File: config.mk
export PLATFORM = sky130hd
export DESIGN_NAME = interrupt_controller
export DESIGN_NICKNAME = d
export VERILOG_FILES = /design/src/rtl/interrupt_pkg.sv /design/src/rtl/interrupt_controller_prio_encoder.sv /design/src/rtl/interrupt_controller.sv
export SDC_FILE = /design/constraint.sdc
export NUM_CORES = 1
export LEC_CHECK = 0
export CORE_UTILIZATION = 42
export CTS_CLUSTER_DIAMETER = 40
export DETAILED_ROUTE_END_ITERATION = 6
export GPL_ROUTABILITY_DRIVEN = 0
export HOLD_SLACK_MARGIN = 0.15
export PLACE_DENSITY = 0.86
export SLEW_MARGIN = 10
export SYNTH_ARGS = -nofsm -noshare
export SYNTH_HDL_FRONTEND = slang
export SYNTH_SLANG_ARGS = --single-unit
File: constraint.sdc
create_clock -name clk -period 2.4 [get_ports clk]
set_input_delay 0.24 -clock clk [delete_from_list [all_inputs] [get_ports clk]]
set_output_delay 0.24 -clock clk [all_outputs]
set_load 0.01 [all_outputs]
File: src/rtl/interrupt_pkg.sv
// Shared types and constants for the fixed-priority interrupt controller.
package interrupt_pkg;

    typedef enum logic [1:0] {
        IDLE    = 2'd0,
        REQUEST = 2'd1,
        SERVICE = 2'd2
    } state_e;

    localparam int          NUM_SRC_DEF  = 8;
    localparam logic [7:0]  VEC_BASE_DEF = 8'h20;
    localparam int          IDX_W        = 4;

endpackage

File: src/rtl/interrupt_controller_prio_encoder.sv
// Combinational lowest-index-first priority encoder over the pending vector.
module prio_encoder
    import interrupt_pkg::*;
#(
    parameter int NUM_SRC = NUM_SRC_DEF
) (
    input  logic [NUM_SRC-1:0] pending_i,
    output logic               valid_o,
    output logic [IDX_W-1:0]   idx_o
);

    // Scan from the top so the lowest set bit is the last one written.
    always_comb begin
        valid_o = 1'b0;
        idx_o   = '0;
        for (int i = NUM_SRC - 1; i >= 0; i--) begin
            if (pending_i[i]) begin
                valid_o = 1'b1;
                idx_o   = IDX_W'(i);
            end
        end
    end

endmodule

File: src/rtl/interrupt_controller.sv
// Fixed-priority interrupt controller: one interrupt in flight, ack/done handshake.
// Optional INT_MASK_EN adds a writable per-source mask register.
module interrupt_controller
    import interrupt_pkg::*;
#(
    parameter int         NUM_SRC  = NUM_SRC_DEF,
    parameter logic [7:0] VEC_BASE = VEC_BASE_DEF
) (
    input  logic               clk,
    input  logic               reset,
    input  logic [NUM_SRC-1:0] int_request,
    output logic [NUM_SRC-1:0] int_handled,
    output logic               irq,
    input  logic               int_ack,
    input  logic               int_done,
    output logic [7:0]         int_vector,
    output logic               busy
`ifdef INT_MASK_EN
    ,
    input  logic               mask_we,
    input  logic [NUM_SRC-1:0] mask_wdata,
    output logic [NUM_SRC-1:0] mask_q
`endif
);

    state_e             state_q;
    logic [IDX_W-1:0]   sel_q;
    logic               irq_q;
    logic [7:0]         vec_q;
    logic [NUM_SRC-1:0] handled_q;
    logic [NUM_SRC-1:0] mask;
    logic [NUM_SRC-1:0] pending;
    logic               win_vld;
    logic [IDX_W-1:0]   win_idx;

`ifdef INT_MASK_EN
    always_ff @(posedge clk) begin
        if (reset)        mask_q <= '1;
        else if (mask_we) mask_q <= mask_wdata;
    end
    assign mask = mask_q;
`else
    assign mask = '1;
`endif

    assign pending = int_request & mask;

    prio_encoder #(.NUM_SRC(NUM_SRC)) u_prio (
        .pending_i (pending),
        .valid_o   (win_vld),
        .idx_o     (win_idx)
    );

    // sel/vector are only loaded in IDLE, so REQUEST never re-arbitrates.
    always_ff @(posedge clk) begin
        if (reset) begin
            state_q   <= IDLE;
            sel_q     <= '0;
            irq_q     <= 1'b0;
            vec_q     <= '0;
            handled_q <= '0;
        end else begin
            handled_q <= '0;
            case (state_q)
                REQUEST: begin
                    if (int_ack) begin
                        irq_q     <= 1'b0;
                        handled_q <= NUM_SRC'(1) << sel_q;
                        state_q   <= SERVICE;
                    end
                end
                SERVICE: begin
                    if (int_done) state_q <= IDLE;
                end
                default: begin
                    state_q <= IDLE;
                    if (win_vld) begin
                        sel_q   <= win_idx;
                        vec_q   <= VEC_BASE + {{(8 - IDX_W){1'b0}}, win_idx};
                        irq_q   <= 1'b1;
                        state_q <= REQUEST;
                    end
                end
            endcase
        end
    end

    assign irq         = irq_q;
    assign int_vector  = vec_q;
    assign int_handled = handled_q;
    assign busy        = (state_q == REQUEST) || (state_q == SERVICE);

endmodule

# --- Yosys cells after proc, flatten, opt, wreduce, memory -nomap -nowiden ---
# Index checks and enable logic that the tools add are counted.
totals:
  output_inout_bits: 18
  reg_bits: 23
  input_bits: 12
op_classes:
  n_bitwise: 4
  n_eq_ne: 4
  n_shift: 1
  muxes: 23
  n_addsub: 1
  n_reduce_logical: 7
op_table:
  columns: ["operator", "count"]
  rows:
  - ["two-way mux 3 bit", 8]
  - ["two-way mux 1 bit", 11]
  - ["left shift 1 x 4 -> 8 bit (first input constant)", 1]
  - ["adder 6 x 4 -> 7 bit (first input constant)", 1]
  - ["two-way mux 2 bit", 2]
  - ["inequality test 2 bit (second input constant)", 2]
  - ["NOT 1 bit", 4]
  - ["case mux 2 bit (2 select lines)", 1]
  - ["AND reduction 2 bit", 2]
  - ["AND reduction 3 bit", 1]
  - ["OR reduction 3 bit", 1]
  - ["equality test 2 x 1 -> 1 bit (second input constant)", 1]
  - ["equality test 2 bit (second input constant)", 1]
  - ["case mux 1 bit (2 select lines)", 1]
  - ["nonzero test 2 bit", 1]
  - ["OR reduction 2 bit", 1]
  - ["logical OR 1 bit", 1]

# --- Depth between registers and ports, before layout ---
# Gate-level depths: netlist (run 1).
depth:
  word_depth: 10
  depth_mapped: 6

# --- Modules after synthesis ---
# Synthesis (run 1) repeated with hierarchy kept, for this count alone.
hier_totals:
  cells_unflattened: 83
  area_unflattened_um2: 710.7
by_module_without_submodules:
  columns: ["mod", "area_per_inst_um2", "n_inst", "cells_per_inst"]
  rows:
  - ["interrupt_controller", 619.3, 1, 68]
  - ["prio_encoder", 91.3, 1, 15]

# --- Worst setup path before layout (run 1) ---
# No wires, ideal clock.
synth_path:
  kind: "register -> register"
  from: "register state_q[0]"
  to: "register sel_q[1]"
  t_required_ns: 2.330
  stages_incl_launch_ff: 7
  setup_time_ns: 0.070
  path_slack_ns: 1.107
  synth_period_minus_slack_ns: 1.293
  n_path_buf: 0
  t_arrival_ns: 1.223
  path_cell_list: "dfxtp_1 > inv_1 > ha_1 > inv_1 > a21oi_2 > o311ai_0 > a21oi_1"
synth_between:
  elab_chain_cells: 4
  word_cells_on_any_way: 5
  classes_between: "eq/ne: 2; bitwise: 1; reduce/logical: 2"
synth_lines:
  columns: ["element", "line_no", "rtl"]
  rows:
  - ["start: declaration", "interrupt_controller.sv:26", "state_e state_q;"]
  - ["start signal: assignment", "interrupt_controller.sv:57", "state_q <= IDLE;"]
  - ["start signal: assignment", "interrupt_controller.sv:69", "state_q <= SERVICE;"]
  - ["start signal: assignment", "interrupt_controller.sv:73", "if (int_done) state_q <= IDLE;"]
  - ["equality test 2 x 1 -> 1 bit / equality test 2 bit (equally long branches)", "interrupt_controller.sv:64", "case (state_q)"]
  - ["OR reduction 2 bit (no source line) *", null, null]
  - ["NOT 1 bit (no source line) *", null, null]
  - ["AND reduction 2 bit (no source line) *", null, null]
  - ["end signal: assignment", "interrupt_controller.sv:78", "sel_q <= win_idx;"]
  - ["end: declaration", "interrupt_controller.sv:27", "logic [IDX_W-1:0] sel_q;"]
# Mark *: on every way between the ends. The rest lies on a longest branch, timed or not.
# A chain may end at the register's enable or synchronous reset.

# --- Worst setup path in the final report (run 1) ---
layout_path:
  from: "register state_q[0]"
  to: "output busy"
layout_between:
  elab_chain_cells: 2
  word_cells_on_any_way: 3
  classes_between: "eq/ne: 2; reduce/logical: 1"
layout_lines:
  columns: ["element", "line_no", "rtl"]
  rows:
  - ["equality test 2 x 1 -> 1 bit / equality test 2 bit (equally long branches)", "interrupt_controller.sv:91", "assign busy = (state_q == REQUEST) || (state_q == SERVICE);"]
  - ["logical OR 1 bit *", "interrupt_controller.sv:91", null]
  - ["end: declaration", "interrupt_controller.sv:17", "output logic busy"]
# Marked as above.

==> impl_metrics.csv, run 1 <==
group,metric,value,unit
run_status,outcome,"completed",
drt,routed_wl,1.13,mm
drt,first_iter_violations,3,
drt,routed_via_density,4.72,
clocking,ctsHoldBuffers,0,
floorplanning,design.core.area,1490,µm²
global_routing,met2_usage,0.253,
setup_path,reg2reg_from,"state_q[1]",
global_routing,grt_pass1_wl,1.89,mm
place,postPlaceCellArea,915,µm²
min_path,hold_start,"int_vector[5]",
min_path,hold-path-cell-count,2,
clocking,cts_buffer_depth,2,
global_routing,grt_max_degree,10,
synth,seq_area_frac_synth,0.450,
setup_path,r2r_slack,0.97,ns
floorplanning,dieArea,1750,µm²
setup_path,endpoint_kind,"output port",
setup_path,crit_arrival,1.67,ns
finish,diodes,0,
global_routing,use_met1,0.149,
timing,post-route-period-util,0.794,
floorplanning,dieHeight,41.8,µm
finish,finalNetCount,120,
power,p_leak,0.377,nW
setup_path,path_max_fanout,4,
clocking,cts-resized-gates,0,
timing,hold_viol_final,0,
floorplanning,ios,30,
drt,final_antenna_net_count,0,
finish,finalInstanceArea,941,µm²
finish,synthToLayoutAreaGrowth,41.1,%
drt,drc_errors,0,
synth,async_flop_share,0,
setup_path,worstPathRequired,2.16,ns
clocking,cts.sinks,15,
global_routing,antenna_found_initial,0,
drt,drt_pre_antenna_iters,4,
synth,ys_seq_elements,15,
clocking,root_buffer,"clkbuf_4",
setup_path,timing.rr.end,"state_q[1]",
timing,rsz0062_at_grt,"false",
power,max-vdd-ir-drop,0.000452,V
job,cap_violations,0,
global_routing,grt-ovfl-total,0,
setup_path,cp-start-kind,"register",
timing,skew,0.000956,ns
synth,synth_top_flop_cell,"dfxtp_1",
global_routing,grtUsageMet3,0.0391,
timing,finalSetupViolCount,0,
power,p_per_area,876,nW/µm²
timing,report.final.slew_viol_count,0,
clocking,cts_tree,"built",
synth,synthesis.instances,77,
synth,synth.distinct_cells,21,
timing,period_minus_slack,1.91,ns
clocking,cts_buffers,3,
clocking,post_cts_buffers,0,
global_routing,track_usage,0.148,
place,hpwl,939,µm
floorplanning,rows,14,
setup_path,critPathKind,"register to output port",
drt,num_vias,566,
finish,drive_above_1_share,0.0577,
timing,fmaxAchievable,525,MHz
timing,setup_tns,0,ns
synth,syn-cell-area,667,µm²
synth,syn_avg_cell_area,8.66,µm²
setup_path,r2r_cells,6,
clocking,insertion_delay,0.27,ns
timing,hold_slack,0.472,ns
global_routing,grt_pass1_vias,480,
floorplanning,die_w,41.8,µm
clocking,htreeDepth,1,
global_routing,busiest_layer,"met2",
clocking,clkTransAtPathRegs,0.08,ns
place,port_buffers,25,
power,total_power,0.824,mW
synth,yosysWarnings,0,
min_path,hold_path_end,"int_vector[5]",
synth,synth_edf_count,0,
min_path,hold_class,"register to register",
floorplanning,initial_utilization,0.448,
drt,routedWlPerCell,9.38,µm
how the worst max path moves through the flow:
stage,from,to,slack (ns),depth (start not counted)
floorplan,state_q[0],sel_q[1],1.11,6
global placement,int_request[7],sel_q[1],0.77,5
detailed placement,int_request[7],sel_q[1],0.74,5
CTS,state_q[0],busy,0.48,4
global route,state_q[0],busy,0.40,4
finish,state_q[0],busy,0.49,4
cell type report:
cell class / count / area (µm²)
fill: 130 / 548
inverter: 6 / 22.5
tap: 16 / 20.0
clock buffer: 4 / 26.3
sequential: 15 / 300
timing repair buffer: 25 / 250
multi-input combinational: 54 / 322
stage by stage:
step	setup WS [ns]	util	instances
after floorplan	1.11	-	80
after CTS	0.478	0.632	120
after global placement	0.772	0.614	116
after detailed placement	0.742	0.614	116
after global routing	0.397	0.632	120
final	0.494	0.632	120
routing by layer:
metal  up-vias  wire [µm]
met1       243        452
met4         0         21
met3         2         70
met5         -          0
met2        25        582
li1        296          -
cell usage after synthesis, drive strengths merged, types with 2 or more instances:
library cell	n	area share
inv	6	0.034
dfxtp	15	0.45
a211oi	2	0.023
buf	4	0.045
nor4	2	0.064
nand2	4	0.023
nor3	5	0.038
nor2	20	0.11
mux2i	2	0.030
ha	3	0.056
a21oi	4	0.036
nor2b	2	0.019
flip-flops by register name, summed over array words and instances, names as in the netlist:
name / cells
int_handled: 8
irq: 1
int_vector: 2
sel_q: 2
state_q: 2
kinds of logic (layout without fill, tap and decap cells):
kind of cell	Yosys count	in the layout	share of synthesized area
AND/OR/NAND/NOR	36	36	0.283
flip-flops	15	15	0.450
buffers and inverters	11	35	0.0844
AO/OA/AOI/OAI	9	9	0.0900
adder cells (fa/ha/maj)	3	3	0.0563
multiplexers	2	2	0.0300
other	1	4	0.00562
power by group:
group | switching [mW] | total, mW | internal [mW] | leakage [nW]
Clock | 0.0740 | 0.138 | 0.0643 | 0.0150
Combinational | 0.170 | 0.347 | 0.177 | 0.239
Sequential | 0.0418 | 0.339 | 0.297 | 0.123
critical path, cell delays in order, from the launching register on:
cell	delay (ns)
dfxtp_1	0.39
inv_1	0.06
ha_1	0.28
inv_1	0.12
clkdlybuf4s50_1	0.55
layout by cell type, fill, tap and decap left out:
master / instances
clkdlybuf4s50_1: 25
nor2_1: 20
dfxtp_1: 15
inv_1: 6
nor3_1: 5
nand2_1: 4
conb_1: 4
a21oi_1: 3
ha_1: 3
clkbuf_4: 3
nor4_4: 2
nor2b_1: 2
mux2i_1: 2
a211oi_1: 2
or3_1: 1
nand2b_1: 1
a21oi_2: 1
or2_0: 1
o311ai_0: 1
o21ai_0: 1
a21o_1: 1
clkbuf_1: 1
Note: power is estimated with default switching activity, not from simulation.
==> run 2: changes to the inputs <==
CORE_UTILIZATION = 35   (was 42)
PLACE_DENSITY = 0.77   (was 0.86)
clock period = 1.7 ns   (was 2.4 ns; I/O delays follow)
==> run 2 against run 1 <==
  * Die area up 19%
  * Flip-flop and latch count is the same
  * Critical path depth is the same
  * Final cell count rose by 8.3%
  * Largest power group unchanged
  * Worst hold slack better by 0.011 ns
  * Critical endpoint unchanged
==> impl_metrics.csv, run 2 (same netlist as run 1, synthesis figures left out) <==
group,metric,value,unit
floorplanning,dieHeight,45.7,µm
clocking,htreeDepth,1,
global_routing,grt_pass1_vias,490,
setup_path,reg2reg_from,"state_q[1]",
finish,finalNetCount,121,
global_routing,grt_max_degree,10,
global_routing,grt_pass1_wl,2.01,mm
clocking,cts.sinks,15,
min_path,hold-path-cell-count,2,
setup_path,critPathSlowestCell,"dfxtp_2",
global_routing,antenna_found_initial,0,
drt,num_vias,573,
drt,final_antenna_net_count,0,
clocking,insertion_delay,0.28,ns
finish,synthToLayoutAreaGrowth,44.1,%
setup_path,endpoint_kind,"output port",
setup_path,r2r_cells,6,
run_status,outcome,"completed",
timing,fin_ws,0.148,ns
timing,rsz0062_at_grt,"false",
timing,fmaxAchievable,644,MHz
floorplanning,ios,30,
setup_path,max_stage_delay,0.37,ns
power,max-vdd-ir-drop,0.000666,V
clocking,cts_buffers,3,
global_routing,track_usage,0.145,
finish,layout_commonest_cell,"clkdlybuf4s50_1",
timing,finalSetupViolCount,0,
drt,routedWlPerCell,9.36,µm
place,port_buffers,25,
drt,drc_errors,0,
finish,largest_reg_flops,8,
floorplanning,rows,15,
timing,setup_tns,0,ns
clocking,cts_buffer_depth,2,
setup_path,r2r_slack,0.28,ns
drt,first_iter_violations,5,
place,postPlaceCellArea,933,µm²
power,p_per_area,1220,nW/µm²
timing,hold_viol_final,0,
setup_path,critPathKind,"register to output port",
floorplanning,initial_utilization,0.378,
timing,report.final.slew_viol_count,0,
floorplanning,design.core.area,1760,µm²
finish,diodes,0,
power,total_power,1.18,mW
clocking,clkTransAtPathRegs,0.09,ns
timing,period_minus_slack,1.55,ns
setup_path,timing.rr.end,"state_q[0]",
floorplanning,dieArea,2080,µm²
drt,routed_via_density,4.41,
place,pre_cts_slack,0.105,ns
setup_path,cp-start-kind,"register",
min_path,hold_class,"register to register",
finish,drive_above_1_share,0.0857,
min_path,hold_path_end,"int_vector[5]",
min_path,hold_start,"int_vector[5]",
place,hpwl,985,µm
finish,final_cell_mix,"clkdlybuf4s50_1, nor2_1, dfxtp_1",
setup_path,crit_chain,"inv_1 > ha_1 > inv_1 > dlygate4sd2_1",
drt,routed_wl,1.22,mm
floorplanning,die_w,45.7,µm
timing,hold_slack,0.483,ns
clocking,cts_tree,"built",
timing,skew,0.00430,ns
setup_path,critical_path.most_common_cell,"inv_1",
setup_path,path_max_fanout,4,
setup_path,worstPathRequired,1.53,ns
setup_path,crit_arrival,1.38,ns
global_routing,grt-ovfl-total,0,
power,p_leak,0.387,nW
job,cap_violations,0,
drt,drt_pre_antenna_iters,3,
finish,finalInstanceArea,961,µm²
clocking,post_cts_buffers,0,
timing,post-route-period-util,0.913,
clocking,root_buffer,"clkbuf_4",
[run 2: cell types whose count changed in the layout (fill, tap and decap cells not counted)]
cell and delta:
buf_4 +1, clkbuf_1 -1, clkdlybuf4s50_1 -1, clkinv_2 +1, dfxtp_1 -1, dfxtp_2 +1
dlygate4sd2_1 +1
[run 2: timing repair]
| action | 4_1_cts | 5_1_grt |
|---|---|---|
| hold buffers | 0 | 0 |
| setup endpoints to repair | 1 | 0 |
| resized for setup | 2 | 0 |
[run 2: where the power goes]
part / total [mW] / switching [mW] / internal, mW
clock network: 0.200 / 0.113 / 0.0873
registers: 0.487 / 0.0644 / 0.423
logic: 0.489 / 0.251 / 0.239
[run 2: metal layers]
layer  track usage  vias to the layer above  wire [µm]
met5             0                        -          0
met4         0.145                        0         48
met3        0.0238                        4         52
met2         0.240                       23        600
met1         0.151                      248        515
li1              -                      298          -
[run 2: final cells by class]
cell class / instances / area, µm²
flip-flops and latches: 15 / 302
multi-input cells: 54 / 322
fillers: 184 / 803
well taps: 25 / 31.3
inverters: 6 / 22.5
clock inverters: 1 / 5.00
repair buffers: 26 / 256
clock buffers: 3 / 22.5
[run 2: critical path: cells and delay by family, from the launching register on]
family,cells,cell delay [ns]
adder cells (fa/ha/maj),1,0.28
buffers and inverters,3,0.45
flip-flops,1,0.37
[run 2: worst max path at each step]
stage                         from       end  slack [ns]  cells past startpoint
floorplan               state_q[0]  sel_q[1]        0.41                      6
detailed placement  int_request[2]  sel_q[1]        0.11                      5
CTS                     state_q[0]      busy        0.14                      4
global route            state_q[0]      busy        0.07                      4
global placement    int_request[2]  sel_q[1]        0.12                      5
finish                  state_q[0]      busy        0.15                      4
[run 2: metrics by stage]
step / cells / utilization
3_3_place_gp: 126 / 0.529
6_report: 130 / 0.545
2_1_floorplan: 80 / -
4_1_cts: 130 / 0.545
5_1_grt: 130 / 0.545
3_5_place_dp: 126 / 0.529
==> run 3: changes to the inputs <==
--- a/constraint.sdc
+++ b/constraint.sdc
@@ -3,2 +3,2 @@
 set_output_delay 0.17 -clock clk [all_outputs]
-set_load 0.01 [all_outputs]
+set_load 0.05 [all_outputs]
==> run 3 against run 2 <==
  * Clock power down 2%
  * Clock skew down 0.0031 ns
  * Sequential share of layout area down 0.29 points
  * Wire length up 1.5%
  * Register-to-register slack worse by 0.08 ns
  * Worst hold slack about the same
  * Maximum frequency down 5.8%
  * Total power up 22%
  * Sequential power about the same
  * Critical path type unchanged
  * Largest power group unchanged
==> impl_metrics.csv, run 3 (same netlist as run 1, synthesis figures left out) <==
group,metric,value,unit
run_status,outcome,"completed",
floorplanning,design.core.area,1760,µm²
global_routing,use_met1,0.127,
drt,first_iter_violations,3,
power,p_int,0.791,mW
global_routing,grt_pass1_vias,495,
timing,hold_viol_final,0,
drt,routed_via_density,4.46,
clocking,post_cts_buffers,0,
finish,layout_commonest_cell,"clkdlybuf4s50_1",
setup_path,cp-endpoint,"int_vector[2]",
job,cap_violations,0,
setup_path,crit_arrival,1.48,ns
floorplanning,dieHeight,45.7,µm
finish,diodes,0,
floorplanning,initial_utilization,0.378,
finish,register_area,300,µm²
clocking,clkTransAtPathRegs,0.09,ns
power,max-vdd-ir-drop,0.000661,V
setup_path,crit_chain,"clkdlybuf4s50_1",
setup_path,crit_buf_inv,1,
setup_path,critPathSlowestCell,"clkdlybuf4s50_1",
clocking,cts_buffer_depth,2,
clocking,htreeDepth,1,
clocking,insertion_delay,0.27,ns
clocking,cts_buffers,3,
timing,setup_tns,0,ns
floorplanning,rows,15,
drt,drc_errors,0,
finish,multiInputGateArea,322,µm²
finish,largest_reg_flops,8,
clocking,cts-resized-gates,0,
finish,synthToLayoutAreaGrowth,44.8,%
timing,report.final.slew_viol_count,0,
finish,final_core_util,0.548,
drt,num_vias,580,
clocking,root_buffer,"clkbuf_4",
setup_path,worstPathRequired,1.53,ns
min_path,hold-path-cell-count,2,
power,comb_power_share,0.526,
floorplanning,ios,30,
global_routing,track_usage,0.133,
drt,routed_wl,1.24,mm
setup_path,crit_start,"int_vector[2]",
drt,final_antenna_net_count,0,
setup_path,path_max_fanout,4,
global_routing,grt_max_degree,10,
timing,post-route-period-util,0.969,
setup_path,endpoint_kind,"output port",
clocking,cts_tree,"built",
drt,routedWlPerCell,9.50,µm
global_routing,grtUsageMet3,0.0238,
timing,fmaxAchievable,607,MHz
setup_path,r2r_slack,0.20,ns
clocking,cts.sinks,15,
place,placedCellCount,126,
power,seqPwrFrac,0.338,
min_path,hold_class,"register to register",
floorplanning,die_w,45.7,µm
timing,rsz0062_at_grt,"false",
finish,final_cells,130,
timing,finalSetupViolCount,0,
global_routing,antenna_found_initial,0,
finish,drive_above_1_share,0.105,
global_routing,met2_usage,0.251,
floorplanning,dieArea,2080,µm²
clocking,ctsHoldBuffers,0,
setup_path,reg2reg_from,"state_q[0]",
setup_path,max_stage_delay,0.82,ns
finish,finalNetCount,121,
global_routing,grt_pass1_wl,1.93,mm
place,hpwl,1.03,mm
power,p_per_area,1490,nW/µm²
drt,drt_pre_antenna_iters,2,
timing,period_minus_slack,1.65,ns
global_routing,busiest_layer,"met2",
setup_path,cp_top_family,"buffers and inverters",
setup_path,timing.rr.end,"sel_q[1]",
setup_path,cp-start-kind,"register",
power,p_leak,0.393,nW
timing,hold_slack,0.483,ns
global_routing,grt-ovfl-total,0,
setup_path,r2r_cells,6,
power,p_sw_frac,0.449,
place,port_buffers,25,
timing,skew,0.00122,ns
power,p_clk_frac,0.136,
setup_path,crit_cells,1,
power,power_switching,0.645,mW
finish,nFillCells,183,
setup_path,critPathKind,"register to output port",
finish,final_cell_mix,"clkdlybuf4s50_1, nor2_1, dfxtp_1",
==> run 3: cell types whose count changed in the layout (fill, tap and decap cells not counted), sizes merged <==
| cell | before | now |
|---|---|---|
| buf | 1 | 4 |
| clkdlybuf4s50 | 24 | 22 |
| dlygate4sd2 | 1 | 0 |
==> run 3: metal layers <==
layer,vias up,part of all wire
met5,-,0
met1,257,0.41
met2,21,0.53
met3,2,0.038
met4,0,0.022
li1,300,-
==> run 3: per-stage QoR <==
| step | setup slack, ns | area (µm²) | power, mW |
|---|---|---|---|
| 2_1_floorplan | 0.175 | 678 | 0.988 |
| 3_3_place_gp | 0.187 | 938 | 1.24 |
| 3_5_place_dp | 0.105 | 938 | 1.25 |
| 4_1_cts | 0.0516 | 966 | 1.44 |
| 5_1_grt | 0.0288 | 966 | 1.51 |
| 6_report | 0.0520 | 966 | 1.44 |
==> run 3: final cells by class <==
| class | instances | area share |
|---|---|---|
| clock buffers | 3 | 0.0233 |
| clock inverters | 1 | 0.00518 |
| inverters | 6 | 0.0233 |
| multi-input cells | 54 | 0.333 |
| flip-flops and latches | 15 | 0.311 |
| well taps | 25 | 0.0324 |
| repair buffers | 26 | 0.272 |
==> run 3: worst min-delay path by stage <==
stage                         startpoint             to  slack, ns
after floorplan           int_request[0]       sel_q[0]       0.34
after global placement     int_vector[5]  int_vector[5]       0.47
after detailed placement   int_vector[5]  int_vector[5]       0.47
after CTS                  int_vector[5]  int_vector[5]       0.49
after global routing       int_vector[5]  int_vector[5]       0.53
final                      int_vector[5]  int_vector[5]       0.48
==> run 3: power by group through the flow <==
stage                     clock network [mW]  logic [mW]  registers [mW]
final                                  0.196       0.755           0.485
after global routing                   0.209       0.809           0.491
after CTS                              0.198       0.759           0.485
after detailed placement                   0       0.756           0.493
after global placement                     0       0.746           0.491
after floorplan                            0       0.344           0.644
